==> config.mk <==
export PLATFORM = sky130hd
export DESIGN_NAME = adc_packetizer_flat
export DESIGN_NICKNAME = d
export VERILOG_FILES = /design/src/rtl/adc_packetizer_pkg.sv /design/src/rtl/adc_packetizer_if.sv /design/src/rtl/adc_packetizer_beat_fifo.sv /design/src/rtl/adc_packetizer.sv /design/src/flat_wrapper.sv
export SDC_FILE = /design/constraint.sdc
export NUM_CORES = 1
export LEC_CHECK = 0
export BUFFER_PORTS_ARGS = -buffer_cell sky130_fd_sc_hd__buf_4
export CORE_MARGIN = 4
export CORE_UTILIZATION = 36
export CTS_BUF_LIST = sky130_fd_sc_hd__clkbuf_8
export DETAILED_ROUTE_END_ITERATION = 16
export HOLD_SLACK_MARGIN = 0.1
export PLACE_DENSITY = 0.51
export RECOVER_POWER = 100
export SLEW_MARGIN = 20
export SYNTH_ARGS = -nofsm -noshare
export SYNTH_HDL_FRONTEND = slang
export SYNTH_HIERARCHICAL = 1
export SYNTH_SLANG_ARGS = --single-unit
==> constraint.sdc <==
create_clock -name clk -period 8.2 [get_ports clk]
set_input_delay 0.82 -clock clk [delete_from_list [all_inputs] [get_ports clk]]
set_output_delay 0.82 -clock clk [all_outputs]
set_load 0.05 [all_outputs]
==> src/rtl/adc_packetizer_pkg.sv <==
// rtl/adc_packetizer_pkg.sv - shared types and constants for the ADC packetizer
package adc_packetizer_pkg;

    localparam int SAMPLE_W_DEFAULT = 16;
    localparam int AXIS_W_DEFAULT   = 32;
    localparam int BYTES_PER_BEAT   = 4;
    localparam int BEAT_SHIFT       = $clog2(BYTES_PER_BEAT);

    typedef enum logic [1:0] {
        IDLE  = 2'd0,
        FILL  = 2'd1,
        DRAIN = 2'd2
    } state_t;

endpackage

==> src/rtl/adc_packetizer_if.sv <==
// rtl/adc_packetizer_if.sv - output beat stream towards the DMA
interface adc_packetizer_if
    import adc_packetizer_pkg::*;
#(
    parameter int AXIS_W = AXIS_W_DEFAULT
);
    logic [AXIS_W-1:0]   tdata;
    logic                tvalid;
    logic                tready;
    logic                tlast;
    logic [AXIS_W/8-1:0] tkeep;

    modport master (output tdata, output tvalid, output tlast, output tkeep, input tready);
    modport slave  (input tdata, input tvalid, input tlast, input tkeep, output tready);
endinterface

==> src/rtl/adc_packetizer_beat_fifo.sv <==
// rtl/adc_packetizer_beat_fifo.sv - first-word-fall-through beat FIFO (data + last)
module beat_fifo #(
    parameter int WIDTH = 33,
    parameter int DEPTH = 4
) (
    input  logic             clk,
    input  logic             resetn,
    input  logic             i_push,
    input  logic [WIDTH-1:0] i_data,
    input  logic             i_pop,
    output logic [WIDTH-1:0] o_data,
    output logic             o_full,
    output logic             o_empty
);
    localparam int AW = $clog2(DEPTH);

    logic [WIDTH-1:0] r_mem [DEPTH];
    logic [AW:0]      r_wr_ptr;
    logic [AW:0]      r_rd_ptr;
    logic             w_do_push;
    logic             w_do_pop;

    // Pointers carry one extra wrap bit so full and empty are distinguishable.
    assign o_empty   = (r_wr_ptr == r_rd_ptr);
    assign o_full    = (r_wr_ptr[AW] != r_rd_ptr[AW]) &&
                       (r_wr_ptr[AW-1:0] == r_rd_ptr[AW-1:0]);
    assign w_do_pop  = i_pop && !o_empty;
    assign w_do_push = i_push && (!o_full || w_do_pop);
    // Head is forced to zero when empty so stale entries never show after reset.
    assign o_data    = o_empty ? '0 : r_mem[r_rd_ptr[AW-1:0]];

    // Storage array; contents are only visible through the pointers.
    always_ff @(posedge clk) begin
        if (w_do_push) begin
            r_mem[r_wr_ptr[AW-1:0]] <= i_data;
        end
    end

    // Pointer update; reset empties the FIFO.
    always_ff @(posedge clk or negedge resetn) begin
        if (!resetn) begin
            r_wr_ptr <= '0;
            r_rd_ptr <= '0;
        end else begin
            if (w_do_push) r_wr_ptr <= r_wr_ptr + 1'b1;
            if (w_do_pop)  r_rd_ptr <= r_rd_ptr + 1'b1;
        end
    end
endmodule

==> src/rtl/adc_packetizer.sv <==
// rtl/adc_packetizer.sv - packs ADC sample pairs into fixed-length stream packets
module adc_packetizer
    import adc_packetizer_pkg::*;
#(
    parameter int SAMPLE_W   = SAMPLE_W_DEFAULT,
    parameter int AXIS_W     = AXIS_W_DEFAULT,
    parameter int SIZE_W     = 32,
    parameter int FIFO_DEPTH = 4
) (
    input  logic                clk,
    input  logic                resetn,
    input  logic [SAMPLE_W-1:0] adc_data,
    input  logic                adc_valid,
    input  logic                start,
    input  logic [SIZE_W-1:0]   packet_size,
    adc_packetizer_if.master    m_axis,
    output logic                busy,
    output logic                done,
    output logic                overflow,
    output logic                size_err
);
    localparam int CNT_W = SIZE_W - BEAT_SHIFT;
    localparam logic [CNT_W-1:0] CNT_ONE = 1;

    state_t              r_state;
    logic [CNT_W-1:0]    r_beats;
    logic [CNT_W-1:0]    r_beat_cnt;
    logic                r_half;
    logic [SAMPLE_W-1:0] r_low;
    logic                r_busy;
    logic                r_done;
    logic                r_overflow;
    logic                r_size_err;

    logic [CNT_W-1:0]      w_start_beats;
    logic [BEAT_SHIFT-1:0] w_unused_size_lsb;
    logic                  w_pop;
    logic                  w_beat_fire;
    logic                  w_push;
    logic                  w_last;
    logic                  w_full;
    logic                  w_empty;
    logic [AXIS_W:0]       w_fifo_din;
    logic [AXIS_W:0]       w_fifo_dout;

    // Byte count is truncated to whole beats; the remainder bytes are dropped.
    assign w_start_beats     = packet_size[SIZE_W-1:BEAT_SHIFT];
    assign w_unused_size_lsb = packet_size[BEAT_SHIFT-1:0];

    assign w_pop       = m_axis.tvalid && m_axis.tready;
    assign w_beat_fire = (r_state == FILL) && adc_valid && r_half;
    // A pop in the same cycle frees a slot, so a full FIFO can still accept.
    assign w_push      = w_beat_fire && (!w_full || w_pop);
    assign w_last      = (r_beat_cnt == r_beats - CNT_ONE);
    assign w_fifo_din  = {w_last, adc_data, r_low};

    beat_fifo #(
        .WIDTH (AXIS_W + 1),
        .DEPTH (FIFO_DEPTH)
    ) u_beat_fifo (
        .clk     (clk),
        .resetn  (resetn),
        .i_push  (w_push),
        .i_data  (w_fifo_din),
        .i_pop   (w_pop),
        .o_data  (w_fifo_dout),
        .o_full  (w_full),
        .o_empty (w_empty)
    );

    assign m_axis.tdata  = w_fifo_dout[AXIS_W-1:0];
    assign m_axis.tlast  = w_fifo_dout[AXIS_W];
    assign m_axis.tvalid = !w_empty;
    assign m_axis.tkeep  = '1;

    assign busy     = r_busy;
    assign done     = r_done;
    assign overflow = r_overflow;
    assign size_err = r_size_err;

    // Packet control: accept start, pair samples into beats, wait for last handshake.
    always_ff @(posedge clk or negedge resetn) begin
        if (!resetn) begin
            r_state    <= IDLE;
            r_beats    <= '0;
            r_beat_cnt <= '0;
            r_half     <= 1'b0;
            r_low      <= '0;
            r_busy     <= 1'b0;
            r_done     <= 1'b0;
            r_overflow <= 1'b0;
            r_size_err <= 1'b0;
        end else begin
            r_done <= 1'b0;
            case (r_state)
                IDLE: begin
                    if (start) begin
                        if (w_start_beats == '0) begin
                            r_size_err <= 1'b1;
                        end else begin
                            r_beats    <= w_start_beats;
                            r_beat_cnt <= '0;
                            r_half     <= 1'b0;
                            r_overflow <= 1'b0;
                            r_size_err <= 1'b0;
                            r_busy     <= 1'b1;
                            r_state    <= FILL;
                        end
                    end
                end
                FILL: begin
                    if (adc_valid) begin
                        if (!r_half) begin
                            r_low  <= adc_data;
                            r_half <= 1'b1;
                        end else begin
                            r_half <= 1'b0;
                            // A dropped beat keeps the count, so packet length is preserved.
                            if (w_push) begin
                                if (w_last) r_state <= DRAIN;
                                else        r_beat_cnt <= r_beat_cnt + CNT_ONE;
                            end else begin
                                r_overflow <= 1'b1;
                            end
                        end
                    end
                end
                DRAIN: begin
                    if (w_pop && m_axis.tlast) begin
                        r_done  <= 1'b1;
                        r_busy  <= 1'b0;
                        r_state <= IDLE;
                    end
                end
                default: r_state <= IDLE;
            endcase
        end
    end
endmodule

==> src/flat_wrapper.sv <==
// flat-port wrapper written by rule: the top's interface ports become plain ports
module adc_packetizer_flat import adc_packetizer_pkg::*;
#(
    parameter int SAMPLE_W   = SAMPLE_W_DEFAULT,
    parameter int AXIS_W     = AXIS_W_DEFAULT,
    parameter int SIZE_W     = 32,
    parameter int FIFO_DEPTH = 4
)
  (clk, resetn, adc_data, adc_valid, start, packet_size, busy, done, overflow, size_err, m_axis_tdata, m_axis_tvalid, m_axis_tlast, m_axis_tkeep, m_axis_tready);
  adc_packetizer_if #(.AXIS_W(AXIS_W)) m_axis_i ();
  input  logic clk;
  input  logic resetn;
  input  logic [SAMPLE_W-1:0] adc_data;
  input  logic adc_valid;
  input  logic start;
  input  logic [SIZE_W-1:0] packet_size;
  output logic busy;
  output logic done;
  output logic overflow;
  output logic size_err;
  output wire logic [$bits(m_axis_i.tdata)-1:0] m_axis_tdata;
  output wire logic [$bits(m_axis_i.tvalid)-1:0] m_axis_tvalid;
  output wire logic [$bits(m_axis_i.tlast)-1:0] m_axis_tlast;
  output wire logic [$bits(m_axis_i.tkeep)-1:0] m_axis_tkeep;
  input wire logic [$bits(m_axis_i.tready)-1:0] m_axis_tready;
  assign m_axis_tdata = m_axis_i.tdata;
  assign m_axis_tvalid = m_axis_i.tvalid;
  assign m_axis_tlast = m_axis_i.tlast;
  assign m_axis_tkeep = m_axis_i.tkeep;
  assign m_axis_i.tready = m_axis_tready;
  adc_packetizer #(.SAMPLE_W(SAMPLE_W), .AXIS_W(AXIS_W), .SIZE_W(SIZE_W), .FIFO_DEPTH(FIFO_DEPTH)) u_core (.clk(clk), .resetn(resetn), .adc_data(adc_data), .adc_valid(adc_valid), .start(start), .packet_size(packet_size), .m_axis(m_axis_i), .busy(busy), .done(done), .overflow(overflow), .size_err(size_err));
endmodule
### Word-level counts from Yosys, hierarchy flattened

Memories as Yosys holds them, arrays and structs flattened.
Cells that the tools add are included.

| word-level totals | value |
|---|---|
| input port bits | 53 |
| word-level logic and storage cells | 91 |
| register bits after elaboration | 89 |
| output and inout bits | 42 |
| memories kept | 1 |
| bits in writable memories | 132 |

Memories:

| memory | depth | bits a word | read ports | clocked after Yosys merged registers in | wr ports | line | RTL |
|---|---|---|---|---|---|---|---|
| u_core.u_beat_fifo.r_mem | 4 | 33 | 1 | 0 | 1 | adc_packetizer_beat_fifo.sv:17 | `logic [WIDTH-1:0] r_mem [DEPTH];` |

| cells by class | value |
|---|---|
| $add $sub $neg | 4 |
| bitwise operators | 2 |
| reductions and logical operators | 24 |
| eq/ne operators | 15 |
| multiplexer cells | 34 |

Operators by type and width:

| operator | number |
|---|---|
| 2-to-1 mux 30 bit | 6 |
| one-hot mux 30 bit (2 select lines) | 1 |
| 2-to-1 mux 33 bit | 1 |
| adder 30 x 1 -> 30 bit (second input constant) | 1 |
| == test 30 bit | 1 |
| logical NOT 30 bit | 1 |
| subtractor 30 x 1 -> 30 bit (second input constant) | 1 |
| 2-to-1 mux 1 bit | 15 |
| 2-to-1 mux 2 bit | 7 |
| AND reduction 7 bit | 2 |
| != test 2 bit (second input constant) | 6 |
| logical AND 1 bit | 8 |
| AND reduction 4 bit | 2 |
| adder 3 x 1 -> 3 bit (second input constant) | 2 |
| != test 2 x 1 -> 1 bit (second input constant) | 3 |
| one-hot mux 1 bit (2 select lines) | 3 |
| one-hot mux 2 bit (3 select lines) | 1 |
| AND reduction 3 bit | 2 |
| AND reduction 6 bit | 1 |
| nonzero test 2 bit | 2 |
| == test 3 bit | 1 |
| == test 2 x 1 -> 1 bit (second input constant) | 1 |
| == test 2 bit | 1 |
| == test 2 bit (second input constant) | 1 |
| 6 further kinds | 9 |

### Longest topological paths before layout

| depth | value |
|---|---|
| word-level depth | 9 |
| depth in mapped cells | 13 |
| depth with buffers taken out | 11 |

### Hierarchy

Netlist, hierarchy kept.

By module, submodules not included:

| module | seq. area each (µm²) | cells each | area each (µm²) | instances |
|---|---|---|---|---|
| beat_fifo | 4113.9 | 244 | 5424.0 | 1 |
| adc_packetizer | 2077.0 | 580 | 5043.6 | 1 |

### Least setup slack after synthesis

Ideal clock, no wire load.

| timing | value |
|---|---|
| path kind | reg-to-reg |
| start | register u_core.r_beats[4] |
| end | register u_core.r_beat_cnt[16] |
| path buffers | 2 |
| arrival time | 3.316 ns |
| period minus slack after synthesis | 3.435 ns |
| setup time | 0.119 ns |
| required time | 8.081 ns |
| path slack | 4.765 ns |
| cell stages (with the launch flop) | 12 |
| path through | dfrtp_1 > buf_6 > or4_1 > clkbuf_1 > or4_1 > xnor2_1 > or4_4 > nor4_4 > and4b_1 > a21oi_1 > and4_1 > o21a_1 |

| between the ends | value |
|---|---|
| longest elaborated chain between the ends | 4 |

RTL lines:

| item | line | RTL |
|---|---|---|
| start, declared | adc_packetizer.sv:26 | `logic [CNT_W-1:0] r_beats;` |
| start signal, assigned | adc_packetizer.sv:101 | `r_beats <= w_start_beats;` |
| subtractor 30 x 1 -> 30 bit | adc_packetizer.sv:54 | `assign w_last = (r_beat_cnt == r_beats - CNT_ONE);` |
| == test 30 bit | adc_packetizer.sv:54 |  |
| != test 2 bit (no source line) | - |  |
| AND reduction 7 bit (no source line) | - |  |
| end signal, assigned | adc_packetizer.sv:121 | `else r_beat_cnt <= r_beat_cnt + CNT_ONE;` |
| end, declared | adc_packetizer.sv:27 | `logic [CNT_W-1:0] r_beat_cnt;` |

No other way between the ends.
A chain may end at the register's enable or synchronous reset.

### Worst setup path in the final report

| timing | value |
|---|---|
| start | register u_core.r_beats[0] |
| end | register u_core.r_beat_cnt[29] |

The elaborated chain is that of the path after synthesis.

==> qor.txt <==
hold_ws: 0.490 ns
first-pass GRT wire length: 37600 um
P&R area growth vs syn: 13.5%
leakage power: 4.49 nW
sequential element share of the synthesized area: 59.1%
Crit Path Max Fanout: 9
clk buf depth: 3
Pins Over Slew Limit: 293
post-synth top area share: 37.9%
Post-synth ARST share: 40.3%
total power: 3.74 mW
TritonCTS clock tree: done
Via Count: 6824
Final Cycle Share: 66.6%
worst reg2reg endpoint: u_core/r_beat_cnt[29]
r2r worst-path depth: 11
clock transition at the registers of the reported paths: 0.07 ns
crit-path leading delay family: simple AND/OR/NAND/NOR gates
worst clock skew: 0.0223 ns
Die W: 179 um
Reg-to-Reg Start: u_core/r_beats[0]
total gr overflow: 0
number of global-route vias before repair: 6891
1st-pass router iterations: 4
Cell Area, Synth: 10500 um2
crit-path max cell delay: 0.93 ns
worst hold path class: in2reg
DR DRC count: 0
EDFF count, synth: 132
TNS Setup: 0 ns
startpoint types: flip-flop
DP HPWL: 15200 um
Hold Crit Depth: 3
Routed WL: 23700 um
hold wc startpoint: packet_size[4]
Ys Warns: 6
CP required: 8.61 ns
Routed Antenna Nets: 0
top post-synthesis cells by area: edfxtp_1, dfrtp_1, mux4_2, nand2_1, nor2b_1
Root Driver: clkbuf_8
worst-skew pair later-pin latency: 0.53 ns
Crit-path slowest cell: nor3b_1
Buffers on Ports: 88
Achievable Freq: 0.183 GHz
Worst Hold Path EP: u_core/r_beats[2]
final net count: 981
Vias/cell: 5.12
largest net degree at the start of global routing: 58
Crit Path Class: reg2reg
CTS Sinks: 221
fin util: 41.4%
Slew @ Worst Pin: 3.40 ns
Max VDD drop: 0.000119 V
violated checks: max-capacitance violations, max-slew violations
Cell Chain, Critical Path: inv_1 -> ha_1 -> nor3b_1 -> nand4_1 -> o22a_1 -> or4_2 -> nor4_1 -> nand4b_2 -> o21ai_0 -> nor4_1 -> o21a_1
cts bufs inserted: 39
worst rel slew slack: -126%
Setup Fix Bufs, Post-CTS: 0
Total Routing Usage GR: 15.0%
syn_area_per_cell: 12.7 um2
Worst EP arrival: 5.88 ns
initial antenna violation count: 0
Rows: 62
die height: 179 um
Unique masters post-synth: 69
Antenna diodes: 0
Hold-fix buffers, CTS: 0
final hold violations: 0
Period minus WS final: 5.46 ns
Resize count post-CTS: 0
number of max-cap violations: 8
final setup vio count: 0
unrepaired setup endpoints after global routing: false
routability congestion estimate: 0.830
synthesized flop and latch total: 221
DIE AREA: 31900 um2
CP Buf/Inv Count: 1
post-synth top area cell: edfxtp_1
share of cells above drive strength 1: 16.1%
cells after synthesis: 824
# H-tree levels: 2
status: finished, violations left
Wirelength per Cell: 17.8 um
DRT iter0 DRCs: 356
CP most frequent cell: nor4_1
Worst setup EP type: flip-flop
flop-to-flop setup slack: 2.74 ns
Main synth FF type: edfxtp_1
Initial Utilization: 36.5%
I/O pins: 95
Cell Pwr Density: 315 nW/um2
Placeable Area: 28700 um2
## power by group
part / switching, mW / internal (mW) / total [mW]
clock: 0.440 / 0.487 / 0.926
combinational: 0.974 / 0.385 / 1.36
sequential: 0.111 / 1.34 / 1.45
## how the worst max path moves through the flow
| stage | to | cells past startpoint | start | slack, ns |
|---|---|---|---|---|
| final | u_core/r_beat_cnt[29] | 11 | u_core/r_beats[0] | 2.74 |
| after global routing | u_core/u_beat_fifo/r_rd_ptr[0] | 2 | resetn | 2.09 |
| after CTS | u_core/r_beat_cnt[24] | 11 | u_core/r_beats[0] | 3.89 |
| after detailed placement | u_core/r_beat_cnt[20] | 11 | u_core/r_beats[0] | 3.88 |
| after global placement | u_core/r_beat_cnt[24] | 11 | u_core/r_beats[0] | 3.90 |
| after floorplan | u_core/r_beat_cnt[16] | 11 | u_core/r_beats[4] | 4.77 |
## metrics by stage
stage	instances	setup WS (ns)	area (um2)
finish	1333	2.74	11900
global route	1333	2.09	11900
CTS	1333	3.89	12200
detailed placement	1264	3.88	11500
global placement	1264	3.90	11500
floorplan	827	4.77	10500
## flip-flops by register name (all words and copies together) (netlist names)
name	count
u_core/busy	1
u_core/u_beat_fifo/r_wr_ptr	3
u_core/overflow	1
u_core/done	1
u_core/u_beat_fifo/r_rd_ptr	3
u_core/r_half	1
u_core/r_beat_cnt	30
u_core/r_beats	30
u_core/size_err	1
u_core/r_low	16
u_core/u_beat_fifo/r_mem	132
u_core/r_state	2
## placed cells by master (no fill, tap or decap), types with 21 or more instances in the layout
master	Yosys	final
clkbuf_1	23	60
dfrtp_1	89	88
nor2_1	24	24
nor2b_1	37	37
inv_1	17	37
a21oi_1	36	36
buf_4	7	36
edfxtp_1	132	132
mux4_2	33	33
xnor2_1	21	21
o21ai_0	13	21
clkbuf_8	0	40
nand2_1	118	118
## final cells by class
class | instances | area, um2
Clock buffer | 40 | 551
Sequential cell | 221 | 6190
Tap cell | 384 | 480
Multi-Input combinational cell | 545 | 3930
Inverter | 17 | 63.8
Clock inverter | 29 | 154
Timing Repair Buffer | 97 | 503
Fill cell | 2855 | 16800
## logic make-up (layout without fill, tap and decap cells)
| family | Yosys count | in the layout | synth area share [%] |
|---|---|---|---|
| multiplexers | 52 | 52 | 9.13 |
| buffers and inverters | 61 | 183 | 2.82 |
| XOR/XNOR | 41 | 41 | 3.68 |
| flip-flops | 221 | 221 | 59.1 |
| other | 1 | 4 | 0.0358 |
| adder cells (fa/ha/maj) | 7 | 7 | 0.837 |
| AO/OA/AOI/OAI | 116 | 116 | 7.27 |
| AND/OR/NAND/NOR | 325 | 325 | 17.1 |
## metal layers
layer | wire length, um | global-route usage, % | vias to the layer above | share of wire, %
li1 | - | - | 3313 | -
met1 | 10900 | 20.1 | 3322 | 46
met2 | 11200 | 25.1 | 146 | 47
met3 | 1150 | 2.95 | 43 | 4.8
met4 | 478 | 3.77 | 0 | 2.0
met5 | 0 | 0 | - | 0
## worst register-to-register path, cell delays in order, from the launching register on
cell	delay, ns
dfrtp_1	0.44
inv_1	0.12
ha_1	0.26
nor3b_1	0.93
nand4_1	0.39
o22a_1	0.32
or4_2	0.65
nor4_1	0.68
nand4b_2	0.26
o21ai_0	0.93
nor4_1	0.14
o21a_1	0.21
## cells in the mapped netlist (all sizes together), types with 2 or more instances
| cell type | number |
|---|---|
| a211oi | 4 |
| a21oi | 36 |
| a311oi | 3 |
| a31o | 2 |
| a31oi | 3 |
| and2 | 6 |
| and3 | 9 |
| and4 | 5 |
| buf | 21 |
| clkbuf | 23 |
| dfrtp | 89 |
| edfxtp | 132 |
| ha | 7 |
| inv | 17 |
| mux2 | 18 |
| mux4 | 33 |
| nand2 | 118 |
| nand2b | 3 |
| nand3 | 14 |
| nand3b | 2 |
| nand4 | 19 |
| nor2 | 25 |
| nor2b | 37 |
| nor3 | 18 |
| nor3b | 4 |
| nor4 | 23 |
| o2111ai | 4 |
| o211ai | 3 |
| o21a | 2 |
| o21ai | 29 |
| o22ai | 3 |
| o31a | 3 |
| o31ai | 11 |
| o41ai | 6 |
| or2 | 3 |
| or3 | 15 |
| or4 | 20 |
| xnor2 | 21 |
| xor2 | 20 |
(Power assumes the default switching activity.)
